`src/rtl/seq_detect_ctrl_pkg.sv`:
```
// Shared types and helpers for the programmable serial sequence detector.
// Holds the controller state encoding and the pattern-length validity rule.
package seq_det_pkg;

  typedef enum logic [1:0] {
    IDLE,
    ARMED,
    RUN,
    DONE
  } state_e;

  localparam int MIN_LEN = 2;

  function automatic logic len_is_valid(input int len, input int max_len);
    return (len >= MIN_LEN) && (len <= max_len);
  endfunction

endpackage

```
`src/rtl/seq_detect_ctrl_if.sv`:
```
// Control, configuration and serial-stream signals of the sequence detector.
// The master side drives configuration and bits; the slave side is the detector.
interface seq_detect_ctrl_if #(
  parameter int MAX_LEN = 8,
  parameter int CNT_W   = 8
);
  localparam int LEN_W = $clog2(MAX_LEN + 1);

  logic               cfg_valid;
  logic               cfg_ready;
  logic [MAX_LEN-1:0] cfg_pattern;
  logic [LEN_W-1:0]   cfg_len;
  logic               cfg_overlap;
  logic [CNT_W-1:0]   cfg_target;
  logic               cfg_err;
  logic               start;
  logic               abort;
  logic               seq_in;
  logic               seq_valid;
  logic               det_out;
  logic [CNT_W-1:0]   match_count;
  logic               busy;
  logic               done;

  modport master (
    output cfg_valid, cfg_pattern, cfg_len, cfg_overlap, cfg_target,
    output start, abort, seq_in, seq_valid,
    input  cfg_ready, cfg_err, det_out, match_count, busy, done
  );

  modport slave (
    input  cfg_valid, cfg_pattern, cfg_len, cfg_overlap, cfg_target,
    input  start, abort, seq_in, seq_valid,
    output cfg_ready, cfg_err, det_out, match_count, busy, done
  );

endinterface

```
`src/rtl/seq_detect_ctrl_core.sv`:
```
// Shift history, fill counter and masked pattern compare for the detector.
// match is combinational on the post-shift view so the controller can register it.
module seq_match_core #(
  parameter  int MAX_LEN = 8,
  localparam int LEN_W   = $clog2(MAX_LEN + 1)
) (
  input  logic               clk,
  input  logic               rst,
  input  logic               clr,
  input  logic               shift_en,
  input  logic               bit_in,
  input  logic [LEN_W-1:0]   len,
  input  logic [MAX_LEN-1:0] pattern,
  output logic               match
);

  logic [MAX_LEN-1:0] history_q, history_d, history_sh, mask;
  logic [LEN_W-1:0]   fill_q, fill_d, fill_sh;

  always_comb begin
    history_sh = {history_q[MAX_LEN-2:0], bit_in};
    fill_sh    = (fill_q < len) ? fill_q + LEN_W'(1) : fill_q;
    mask       = '0;
    for (int i = 0; i < MAX_LEN; i++) begin
      mask[i] = (i < int'(len));
    end
    match = shift_en && (fill_sh >= len) && (((history_sh ^ pattern) & mask) == '0);
  end

  // A clear also wipes history; stale bits are never compared since fill restarts at zero.
  always_comb begin
    history_d = history_q;
    fill_d    = fill_q;
    if (clr) begin
      history_d = '0;
      fill_d    = '0;
    end else if (shift_en) begin
      history_d = history_sh;
      fill_d    = fill_sh;
    end
  end

  always_ff @(posedge clk) begin
    if (rst) begin
      history_q <= '0;
      fill_q    <= '0;
    end else begin
      history_q <= history_d;
      fill_q    <= fill_d;
    end
  end

endmodule

```
`src/rtl/seq_detect_ctrl.sv`:
```
// Sequence detector controller: config handshake, arm/run/done FSM and match counter.
// All outputs are registered from the next-state view of the FSM.
module seq_detect_ctrl
  import seq_det_pkg::*;
#(
  parameter int MAX_LEN = 8,
  parameter int CNT_W   = 8
) (
  input logic              clk,
  input logic              rst,
  seq_detect_ctrl_if.slave bus
);

  localparam int LEN_W = $clog2(MAX_LEN + 1);

  state_e             state_q, state_d;
  logic [MAX_LEN-1:0] cfg_pattern_q, cfg_pattern_d;
  logic [LEN_W-1:0]   cfg_len_q, cfg_len_d;
  logic               cfg_overlap_q, cfg_overlap_d;
  logic [CNT_W-1:0]   cfg_target_q, cfg_target_d;
  logic [CNT_W-1:0]   match_count_q, match_count_d, count_inc;
  logic               det_out_q, det_out_d;
  logic               cfg_err_q, cfg_err_d;
  logic               cfg_ready_q, cfg_ready_d;
  logic               busy_q, busy_d;
  logic               done_q, done_d;
  logic               accept, cfg_ok, shift_en, core_clr, core_match;

  assign accept    = bus.cfg_valid && cfg_ready_q;
  assign cfg_ok    = len_is_valid(int'(bus.cfg_len), MAX_LEN);
  assign shift_en  = (state_q == RUN) && bus.seq_valid && !bus.abort;
  assign count_inc = (match_count_q == '1) ? match_count_q : match_count_q + CNT_W'(1);

  seq_match_core #(.MAX_LEN(MAX_LEN)) u_core (
    .clk      (clk),
    .rst      (rst),
    .clr      (core_clr),
    .shift_en (shift_en),
    .bit_in   (bus.seq_in),
    .len      (cfg_len_q),
    .pattern  (cfg_pattern_q),
    .match    (core_match)
  );

  always_comb begin
    state_d       = state_q;
    cfg_pattern_d = cfg_pattern_q;
    cfg_len_d     = cfg_len_q;
    cfg_overlap_d = cfg_overlap_q;
    cfg_target_d  = cfg_target_q;
    match_count_d = match_count_q;
    det_out_d     = 1'b0;
    cfg_err_d     = 1'b0;
    core_clr      = 1'b0;
    case (state_q)
      IDLE, ARMED: begin
        if (accept) begin
          if (cfg_ok) begin
            cfg_pattern_d = bus.cfg_pattern;
            cfg_len_d     = bus.cfg_len;
            cfg_overlap_d = bus.cfg_overlap;
            cfg_target_d  = bus.cfg_target;
            state_d       = ARMED;
          end else begin
            cfg_err_d = 1'b1;
          end
        end
        if (state_q == ARMED && bus.start) begin
          state_d       = RUN;
          core_clr      = 1'b1;
          match_count_d = '0;
        end
      end
      RUN: begin
        // Abort also suppresses a match on the same edge, since shift_en is gated by it.
        if (bus.abort) begin
          state_d = ARMED;
        end else if (core_match) begin
          det_out_d     = 1'b1;
          match_count_d = count_inc;
          core_clr      = !cfg_overlap_q;
          if (cfg_target_q != '0 && count_inc == cfg_target_q) begin
            state_d = DONE;
          end
        end
      end
      DONE: begin
        if (bus.abort) begin
          state_d = ARMED;
        end else if (bus.start) begin
          state_d       = RUN;
          core_clr      = 1'b1;
          match_count_d = '0;
        end
      end
      default: state_d = IDLE;
    endcase
    cfg_ready_d = (state_d == IDLE) || (state_d == ARMED);
    busy_d      = (state_d == RUN);
    done_d      = (state_d == DONE);
  end

  always_ff @(posedge clk) begin
    if (rst) begin
      state_q       <= IDLE;
      cfg_pattern_q <= '0;
      cfg_len_q     <= '0;
      cfg_overlap_q <= 1'b0;
      cfg_target_q  <= '0;
      match_count_q <= '0;
      det_out_q     <= 1'b0;
      cfg_err_q     <= 1'b0;
      cfg_ready_q   <= 1'b1;
      busy_q        <= 1'b0;
      done_q        <= 1'b0;
    end else begin
      state_q       <= state_d;
      cfg_pattern_q <= cfg_pattern_d;
      cfg_len_q     <= cfg_len_d;
      cfg_overlap_q <= cfg_overlap_d;
      cfg_target_q  <= cfg_target_d;
      match_count_q <= match_count_d;
      det_out_q     <= det_out_d;
      cfg_err_q     <= cfg_err_d;
      cfg_ready_q   <= cfg_ready_d;
      busy_q        <= busy_d;
      done_q        <= done_d;
    end
  end

  assign bus.cfg_ready   = cfg_ready_q;
  assign bus.cfg_err     = cfg_err_q;
  assign bus.det_out     = det_out_q;
  assign bus.match_count = match_count_q;
  assign bus.busy        = busy_q;
  assign bus.done        = done_q;

endmodule

```
`src/flat_wrapper.sv`:
```
// flat-port wrapper written by rule: the top's interface ports become plain ports
module seq_detect_ctrl_flat import seq_det_pkg::*;
#(
  parameter int MAX_LEN = 8,
  parameter int CNT_W   = 8
)
  (clk, rst, bus_cfg_valid, bus_cfg_pattern, bus_cfg_len, bus_cfg_overlap, bus_cfg_target, bus_start, bus_abort, bus_seq_in, bus_seq_valid, bus_cfg_ready, bus_cfg_err, bus_det_out, bus_match_count, bus_busy, bus_done);
  seq_detect_ctrl_if #(.MAX_LEN(MAX_LEN), .CNT_W(CNT_W)) bus_i ();
  input logic clk;
  input logic rst;
  input wire logic [$bits(bus_i.cfg_valid)-1:0] bus_cfg_valid;
  input wire logic [$bits(bus_i.cfg_pattern)-1:0] bus_cfg_pattern;
  input wire logic [$bits(bus_i.cfg_len)-1:0] bus_cfg_len;
  input wire logic [$bits(bus_i.cfg_overlap)-1:0] bus_cfg_overlap;
  input wire logic [$bits(bus_i.cfg_target)-1:0] bus_cfg_target;
  input wire logic [$bits(bus_i.start)-1:0] bus_start;
  input wire logic [$bits(bus_i.abort)-1:0] bus_abort;
  input wire logic [$bits(bus_i.seq_in)-1:0] bus_seq_in;
  input wire logic [$bits(bus_i.seq_valid)-1:0] bus_seq_valid;
  output wire logic [$bits(bus_i.cfg_ready)-1:0] bus_cfg_ready;
  output wire logic [$bits(bus_i.cfg_err)-1:0] bus_cfg_err;
  output wire logic [$bits(bus_i.det_out)-1:0] bus_det_out;
  output wire logic [$bits(bus_i.match_count)-1:0] bus_match_count;
  output wire logic [$bits(bus_i.busy)-1:0] bus_busy;
  output wire logic [$bits(bus_i.done)-1:0] bus_done;
  assign bus_i.cfg_valid = bus_cfg_valid;
  assign bus_i.cfg_pattern = bus_cfg_pattern;
  assign bus_i.cfg_len = bus_cfg_len;
  assign bus_i.cfg_overlap = bus_cfg_overlap;
  assign bus_i.cfg_target = bus_cfg_target;
  assign bus_i.start = bus_start;
  assign bus_i.abort = bus_abort;
  assign bus_i.seq_in = bus_seq_in;
  assign bus_i.seq_valid = bus_seq_valid;
  assign bus_cfg_ready = bus_i.cfg_ready;
  assign bus_cfg_err = bus_i.cfg_err;
  assign bus_det_out = bus_i.det_out;
  assign bus_match_count = bus_i.match_count;
  assign bus_busy = bus_i.busy;
  assign bus_done = bus_i.done;
  seq_detect_ctrl #(.MAX_LEN(MAX_LEN), .CNT_W(CNT_W)) u_core (.clk(clk), .rst(rst), .bus(bus_i));
endmodule
```
`config.mk`:
```
export PLATFORM = sky130hd
export DESIGN_NAME = seq_detect_ctrl_flat
export DESIGN_NICKNAME = d
export VERILOG_FILES = /design/src/rtl/seq_detect_ctrl_pkg.sv /design/src/rtl/seq_detect_ctrl_if.sv /design/src/rtl/seq_detect_ctrl_core.sv /design/src/rtl/seq_detect_ctrl.sv /design/src/flat_wrapper.sv
export SDC_FILE = /design/constraint.sdc
export NUM_CORES = 1
export LEC_CHECK = 0
export CAP_MARGIN = 20
export CORE_ASPECT_RATIO = 2
export CORE_MARGIN = 1
export CORE_UTILIZATION = 43
export DETAILED_ROUTE_END_ITERATION = 6
export PLACE_DENSITY = 0.64
export SLEW_MARGIN = 0
export SYNTH_ARGS = -nofsm -noshare
export SYNTH_HDL_FRONTEND = slang
export SYNTH_SLANG_ARGS = --single-unit
```
`constraint.sdc`:
```
create_clock -name clk -period 3.7 [get_ports clk]
set_clock_uncertainty 0.1 [all_clocks]
set_input_delay 0.37 -clock clk [delete_from_list [all_inputs] [get_ports clk]]
set_output_delay 0.37 -clock clk [all_outputs]
set_load 0.01 [all_outputs]
```
==> results of run 1 <==
per-layer routing:
metal  share of wire, %  GRT usage, %  up-vias
met2                 56          43.7       71
met4                6.6          17.7        0
met1                 34          21.8     1100
met5                  0             0        -
met3                3.4          4.53       27
li1                   -             -     1151
area by class of cell:
type / count / area, µm²
clock buffer: 6 / 139
sequential: 47 / 941
fill: 546 / 2570
multi-input combinational: 229 / 1520
tap: 61 / 76.3
inverter: 9 / 33.8
clock inverter: 2 / 38.8
timing repair buffer: 45 / 438
per-stage QoR:
stage                     cells  hold slack [ns]  power (W)
after global routing        399            0.405    0.00128
after global placement      391            0.364   0.000694
final                       399            0.381    0.00123
after CTS                   399            0.379    0.00124
after floorplan             302            0.350   0.000631
after detailed placement    391            0.369   0.000696
how the worst min path moves through the flow:
stage,end,slack (ns),cells after the start
after global routing,u_core.u_core.history_q[1],0.41,2
after CTS,u_core.u_core.history_q[6],0.38,2
after detailed placement,u_core.u_core.history_q[6],0.37,2
after floorplan,u_core.u_core.history_q[6],0.35,2
final,u_core.u_core.history_q[5],0.38,2
after global placement,u_core.u_core.history_q[6],0.36,2
registers in the layout, indices dropped and copies added, names as in the netlist:
name	count
u_core.bus.busy	1
u_core.bus.cfg_err	1
u_core.bus.cfg_ready	1
u_core.bus.det_out	1
u_core.bus.done	1
u_core.bus.match_count	8
u_core.cfg_len_q	4
u_core.cfg_overlap_q	1
u_core.cfg_pattern_q	8
u_core.cfg_target_q	8
u_core.state_q	2
u_core.u_core.fill_q	4
u_core.u_core.history_q	7
worst max-delay path, stage by stage (launching register included):
cell and delay [ns]:
dfxtp_1 0.37, inv_1 0.10, ha_1 0.29, a21o_1 0.15
a21o_1 0.21, a21oi_1 0.32, mux2i_1 0.29, inv_1 0.07
ha_1 0.28, a211oi_1 0.21, o21bai_1 0.12, o2111ai_2 0.08
buf_4 0.22, o21ai_0 0.10, buf_4 0.20, a211oi_1 0.19
power by group through the flow:
stage | Combinational, W | Clock, W | Sequential, W
3_3_place_gp | 0.000145 | 0 | 0.000548
6_report | 0.000146 | 0.000543 | 0.000537
4_1_cts | 0.000147 | 0.000557 | 0.000537
2_1_floorplan | 0.0000867 | 0 | 0.000544
3_5_place_dp | 0.000147 | 0 | 0.000549
5_1_grt | 0.000162 | 0.000576 | 0.000539
kinds of logic (layout without fill, tap and decap cells):
group / count (synthesis) / in the layout / synth area share (%)
mux: 21 / 21 / 8.18
xor+xnor: 19 / 19 / 6.40
fa+ha+maj: 9 / 9 / 4.33
buf+inv: 26 / 62 / 5.48
compound gates: 72 / 72 / 19.2
simple gates: 108 / 108 / 20.2
flops: 47 / 47 / 36.2
cell usage in the layout, fill, tap and decap left out, types with 3 or more instances in the layout:
master / count
a2111oi_0: 3
a211oi_1: 5
a21o_1: 7
a21oi_1: 22
and3_1: 5
buf_4: 5
clkbuf_16: 5
clkdlybuf4s50_1: 40
dfxtp_1: 47
ha_1: 9
inv_1: 9
mux2i_1: 19
nand2_1: 26
nand2b_1: 6
nand3_1: 7
nand3b_1: 3
nor2_1: 38
nor3_1: 5
o211ai_1: 3
o21ai_0: 6
o31ai_1: 3
or3_1: 4
xnor2_1: 11
xor2_1: 8
==> metrics, run 1 <==
outcome=complete, but fails checks; failing checks=design-rule violations; post-synthesis net count=339; total of max-cap violations=0; Reg2Reg Launch Point=u_core.cfg_len_q[1]; CTS tree=yes; VDD IR max=between 200 and 250 µV; Max-slew headroom=53.6%; Seq pwr share=43.8%; area share of the leading cell type in the synthesized netlist=36.2%; worst slew pin tran=0.694 ns; Yosys top cell by area=dfxtp_1; FF-to-FF path depth=15; Slew Limit Fails=0; Post-CTS Hold Buffers=0; area delta synth->final=22.6%; Routability Congestion=0.955; PD cells=about 380 nW/µm²; postcts setup bufs=0; Syn. warnings=0; Max FO, Critical Path=12; die width=57.0 µm; CTS resizes=0; Hold Crit Start=u_core.u_core.history_q[4]; Clk network pwr share=44.3%; Comb pwr share=between 10% and 20%; Die ar.=6380 µm²; initial antenna violation count=0; CTS Buf Count=5; Core Rows=39; hpwl dp=approximately 5300 µm; routed wire length=7030 µm; clock buffer depth=2; setup TNS=0 ns; HP Class=flop to flop; via/cell ratio=5.89; vias in the first global route=2,267; switching power total=about 0.00029 W; CP required=3.81 ns; Post-synth EDFFs=0; Tcrit/Tclk final=91.9%; design area=3190 µm²; GRT Util Overall=23.7%; later-pin clock latency in the skew report=0.29 ns; Clock Root Buffer=clkbuf_16; Main synth FF type=dfxtp_1; RSZ-0062 raised after global routing=no; Util after Layout=55.4%; top-count cell post-synth=dfxtp_1; post-synthesis sequential area ratio=36.2%; dominant cells by area after synthesis=dfxtp_1 (36%), mux2i_1 (7.3%), nor2_1 (5.5%); Netlist cell types=55; clk sinks=47; ant diodes=0; kind of critical path=flop to flop; maximum number of pins on one net before global-route repair=31; final worst setup slack=0.298 ns; Clock transition at path regs=0.07 ns; share of layout cells above drive strength 1=7.40%; grt ovf=0; Post-route DRC=4; DR WL/cell=approximately 18 µm; Final ANT Viol Nets=0; # port buffers=40; final setup vio count=0; Initial Utilization=45.2%; Worst Setup EP=u_core.u_core.fill_q[1]; register bit total from synthesis=47; Reg2Reg Setup Slack=0.30 ns; Critical Path AT=3.51 ns; CTS H-Tree Depth=2; Worst Setup SP=u_core.cfg_len_q[1]; fmax=between 200 and 300 MHz; leakage power=1.22 nW; top cells by count, synth=dfxtp_1 (47), nor2_1 (38), nand2_1 (26); Async SR Flop Fraction=0%; vias=around 2,300; Pint=~0.00094 W; critical path startpoint category=flop; Final min period=3.40 ns; Area after DPL=3010 µm²; Critical Path Sink Type=flop; Core ar.=5760 µm²; Final Hold Vio Count=0; Net Sw Frac=23.6%; Avg Cell Area, Syn=8.61 µm²; Reg2Reg Capture Point=u_core.u_core.fill_q[1]; Post-Syn Area=2600 µm²; starting DRC count in detailed routing=67; I/O Pins=41; worst slack at placement=0.292 ns; first-pass GRT wire length=11,300 µm; post-synthesis cell count=about 300; nets=around 370; Die Height=approximately 110 µm; First-pass DRT Iterations=6
(Power assumes the default switching activity.)
==> inputs of run 2 (changes only) <==
--- a/config.mk
+++ b/config.mk
@@ -14,4 +14,5 @@
 export SLEW_MARGIN = 0
 export SYNTH_ARGS = -nofsm -noshare
 export SYNTH_HDL_FRONTEND = slang
+export SYNTH_HIERARCHICAL = 1
 export SYNTH_SLANG_ARGS = --single-unit
==> run 2 against run 1 <==
Against the previous run:
- the flow finishes with violations (negative setup slack)
- clock power fell by 11%
- largest cell class unchanged
- critical path type unchanged
- total power down 3.4%
- synthesized area rose by 5.6%
- sequential share of layout area fell by 3.3 points
- synthesized cell count grew 2.0%
- die area rose by 5.4%
==> metrics, run 2 <==
outcome=complete, but fails checks; failing checks=negative setup slack; clk sinks=47 (unchanged); grt ovf=0 (unchanged); Critical Path AT=3.98 ns (+0.47 ns); Final min period=3.89 ns (+0.490 ns); vias in the first global route=2,499 (+10%); CTS Buf Count=5 (unchanged); CTS H-Tree Depth=2 (unchanged); final setup vio count=3 (+3); top-count cell post-synth=dfxtp_1; post-synthesis cell count=308 (+2.0%); ant diodes=0 (unchanged); CTS tree=yes; I/O Pins=41 (unchanged); Final Hold Vio Count=0 (unchanged); Clock Root Buffer=clkbuf_16; die width=58.5 µm (+2.7%); starting DRC count in detailed routing=103 (+54%); Async SR Flop Fraction=0% (unchanged); DR WL/cell=16.2 µm (-8.3%); Netlist cell types=68 (+24%); FF-to-FF path depth=17 (+2); VDD IR max=344 µV (+67%); Max-slew headroom=47.9% (-5.7 points); final cell count without fillers=451 (+13%); Die Height=115 µm (+2.7%); Inst Count DP=438 (+12%); Die ar.=6730 µm² (+5.4%); most common cell after layout, fill and taps aside=nor2_1; Core Rows=40 (+2.6%); Post-Syn Area=2750 µm² (+5.6%); area of all sequential standard cells=947 µm² (+0.66%); initial antenna violation count=0 (unchanged); kind of critical path=flop to flop; clock buffer depth=2 (unchanged); post-synthesis sequential area ratio=34.3% (-1.9 points); Post-synth EDFFs=0 (unchanged); CP required=3.79 ns (-0.02 ns); nets=403 (+7.8%); worst slew pin tran=0.772 ns (+0.0780 ns); area delta synth->final=31.8%; post-synthesis net count=345 (+1.8%); register bit total from synthesis=47 (unchanged); final worst setup slack=-0.192 ns (-0.490 ns); share of layout cells above drive strength 1=19.1% (+12 points); area share of the leading cell type in the synthesized netlist=34.3% (-1.9 points); routed wire length=7290 µm (+3.6%); Core ar.=6110 µm² (+6.0%); footprint of the multi-input gates=1740 µm² (+15%); RSZ-0062 raised after global routing=yes; Routability Congestion=0.952 (-0.28%); Slew Limit Fails=0 (unchanged); first-pass GRT wire length=11,800 µm (+5.3%); later-pin clock latency in the skew report=0.29 ns (about the same); Post-CTS Hold Buffers=0 (unchanged); vias=2,526 (+7.5%); top cells by count, synth=dfxtp_1 (47), nor2_1 (44), mux2i_1 (29); Critical Path Sink Type=flop; fmax=257 MHz (-13%); Layout fillers=592 (+8.4%); Avg Cell Area, Syn=8.92 µm² (+3.5%); worst slack at placement=-0.320 ns (-0.612 ns); Reg2Reg Setup Slack=-0.19 ns (-0.49 ns); Clock transition at path regs=0.07 ns (about the same); Tcrit/Tclk final=105% (+13 points); maximum number of pins on one net before global-route repair=20 (-35%); Reg2Reg Capture Point=u_core/bus.busy; Worst Setup SP=u_core/cfg_len_q[2]; commonest non-fill, non-tap cells in the layout=nor2_1 (44), dfxtp_1 (42), clkdlybuf4s50_1 (40), mux2i_1 (29), buf_4 (27); dominant cells by area after synthesis=dfxtp_1 (34%), mux2i_1 (11%), nor2_1 (6.0%); critical path startpoint category=flop; Max FO, Critical Path=3 (-9); via/cell ratio=5.60 (-4.9%); GRT Util Overall=23.5% (-0.19 points); Main synth FF type=dfxtp_1; total of max-cap violations=0 (unchanged); hpwl dp=5690 µm (+7.1%); Reg2Reg Launch Point=u_core/cfg_len_q[2]; # port buffers=40 (unchanged); Initial Utilization=45.0% (-0.20 points); First-pass DRT Iterations=5 (-1); Post-route DRC=0 (-4); HP Class=flop to flop; PD cells=327 nW/µm² (-15%); Yosys top cell by area=dfxtp_1; Syn. warnings=6 (+6); Final ANT Viol Nets=0 (unchanged); Worst Setup EP=u_core/bus.busy; leakage power=1.31 nW (+7.2%)
[run 2: cells by family (layout without fill, tap and decap cells)]
family	after synthesis	count (layout)	share of synthesized area, %
AND/OR/NAND/NOR	116	116	22.4
AO/OA/AOI/OAI	60	60	15.7
flip-flops	47	47	34.3
multiplexers	30	30	11.0
buffers and inverters	26	85	6.20
XOR/XNOR	20	20	6.38
adder cells (fa/ha/maj)	9	9	4.10
[run 2: worst min-delay path by stage]
stage / start / end / slack, ns / cells past startpoint
floorplan: u_core/cfg_overlap_q / u_core/cfg_overlap_q / 0.35 / 2
global placement: u_core/cfg_overlap_q / u_core/cfg_overlap_q / 0.38 / 2
detailed placement: u_core/cfg_overlap_q / u_core/cfg_overlap_q / 0.40 / 2
CTS: u_core/cfg_overlap_q / u_core/cfg_overlap_q / 0.41 / 2
global route: u_core/cfg_overlap_q / u_core/cfg_overlap_q / 0.44 / 2
finish: u_core/cfg_overlap_q / u_core/cfg_overlap_q / 0.41 / 2
[run 2: power by group]
part	leakage (nW)	total, W	internal (W)	switching [W]
sequential	0.384	0.000536	0.000521	0.0000148
combinational	0.846	0.000165	0.0000906	0.0000744
clock	0.0761	0.000484	0.000287	0.000197
total	1.31	0.00118	0.000899	0.000286
[run 2: what timing repair did]
| action | CTS | global route |
|---|---|---|
| setup endpoints to repair | 3 | 14 |
| pin swaps | 4 | 8 |
| buffers inserted | 2 | 3 |
| resized for setup | 4 | 7 |
[run 2: final cells by class]
class | count | share of cell area [%]
inverter | 8 | 0.830
timing repair buffer | 69 | 17.5
tap | 84 | 2.90
clock buffer | 7 | 4.22
sequential | 47 | 26.2
multi-input combinational | 235 | 48.2
clock inverter | 1 | 0.207
[run 2: per-layer routing]
layer | track usage [%] | part of all wire [%] | up-vias
met5 | 0 | 0 | -
met3 | 3.15 | 2.6 | 27
met2 | 46.0 | 58 | 74
met4 | 13.2 | 5.1 | 0
li1 | - | - | 1221
met1 | 22.2 | 35 | 1204
[run 2: metrics by stage]
| stage | hold slack, ns | power (W) | instance area [µm²] | setup TNS (ns) | utilization (%) |
|---|---|---|---|---|---|
| floorplan | 0.355 | 0.000632 | 2800 | -0.380 | - |
| global placement | 0.380 | 0.000701 | 3360 | -0.383 | 55.1 |
| detailed placement | 0.399 | 0.000703 | 3360 | -0.704 | 55.1 |
| CTS | 0.414 | 0.00119 | 3560 | -0.320 | 58.4 |
| global route | 0.437 | 0.00122 | 3620 | -0.921 | 59.3 |
| finish | 0.408 | 0.00118 | 3620 | -0.416 | 59.3 |
[run 2: worst max-delay path: stages, from the launching register on]
cell       delay, ns
dfxtp_2         0.34
inv_2           0.05
ha_4            0.22
or3_4           0.32
o21ai_2         0.07
or2_4           0.15
mux2_4          0.31
ha_4            0.26
a21o_1          0.10
a21o_1          0.12
a21oi_2         0.06
nor3_2          0.18
inv_1           0.07
a221o_1         0.26
or4_4           0.49
nor4_4          0.27
o2111ai_2       0.17
o211a_1         0.24
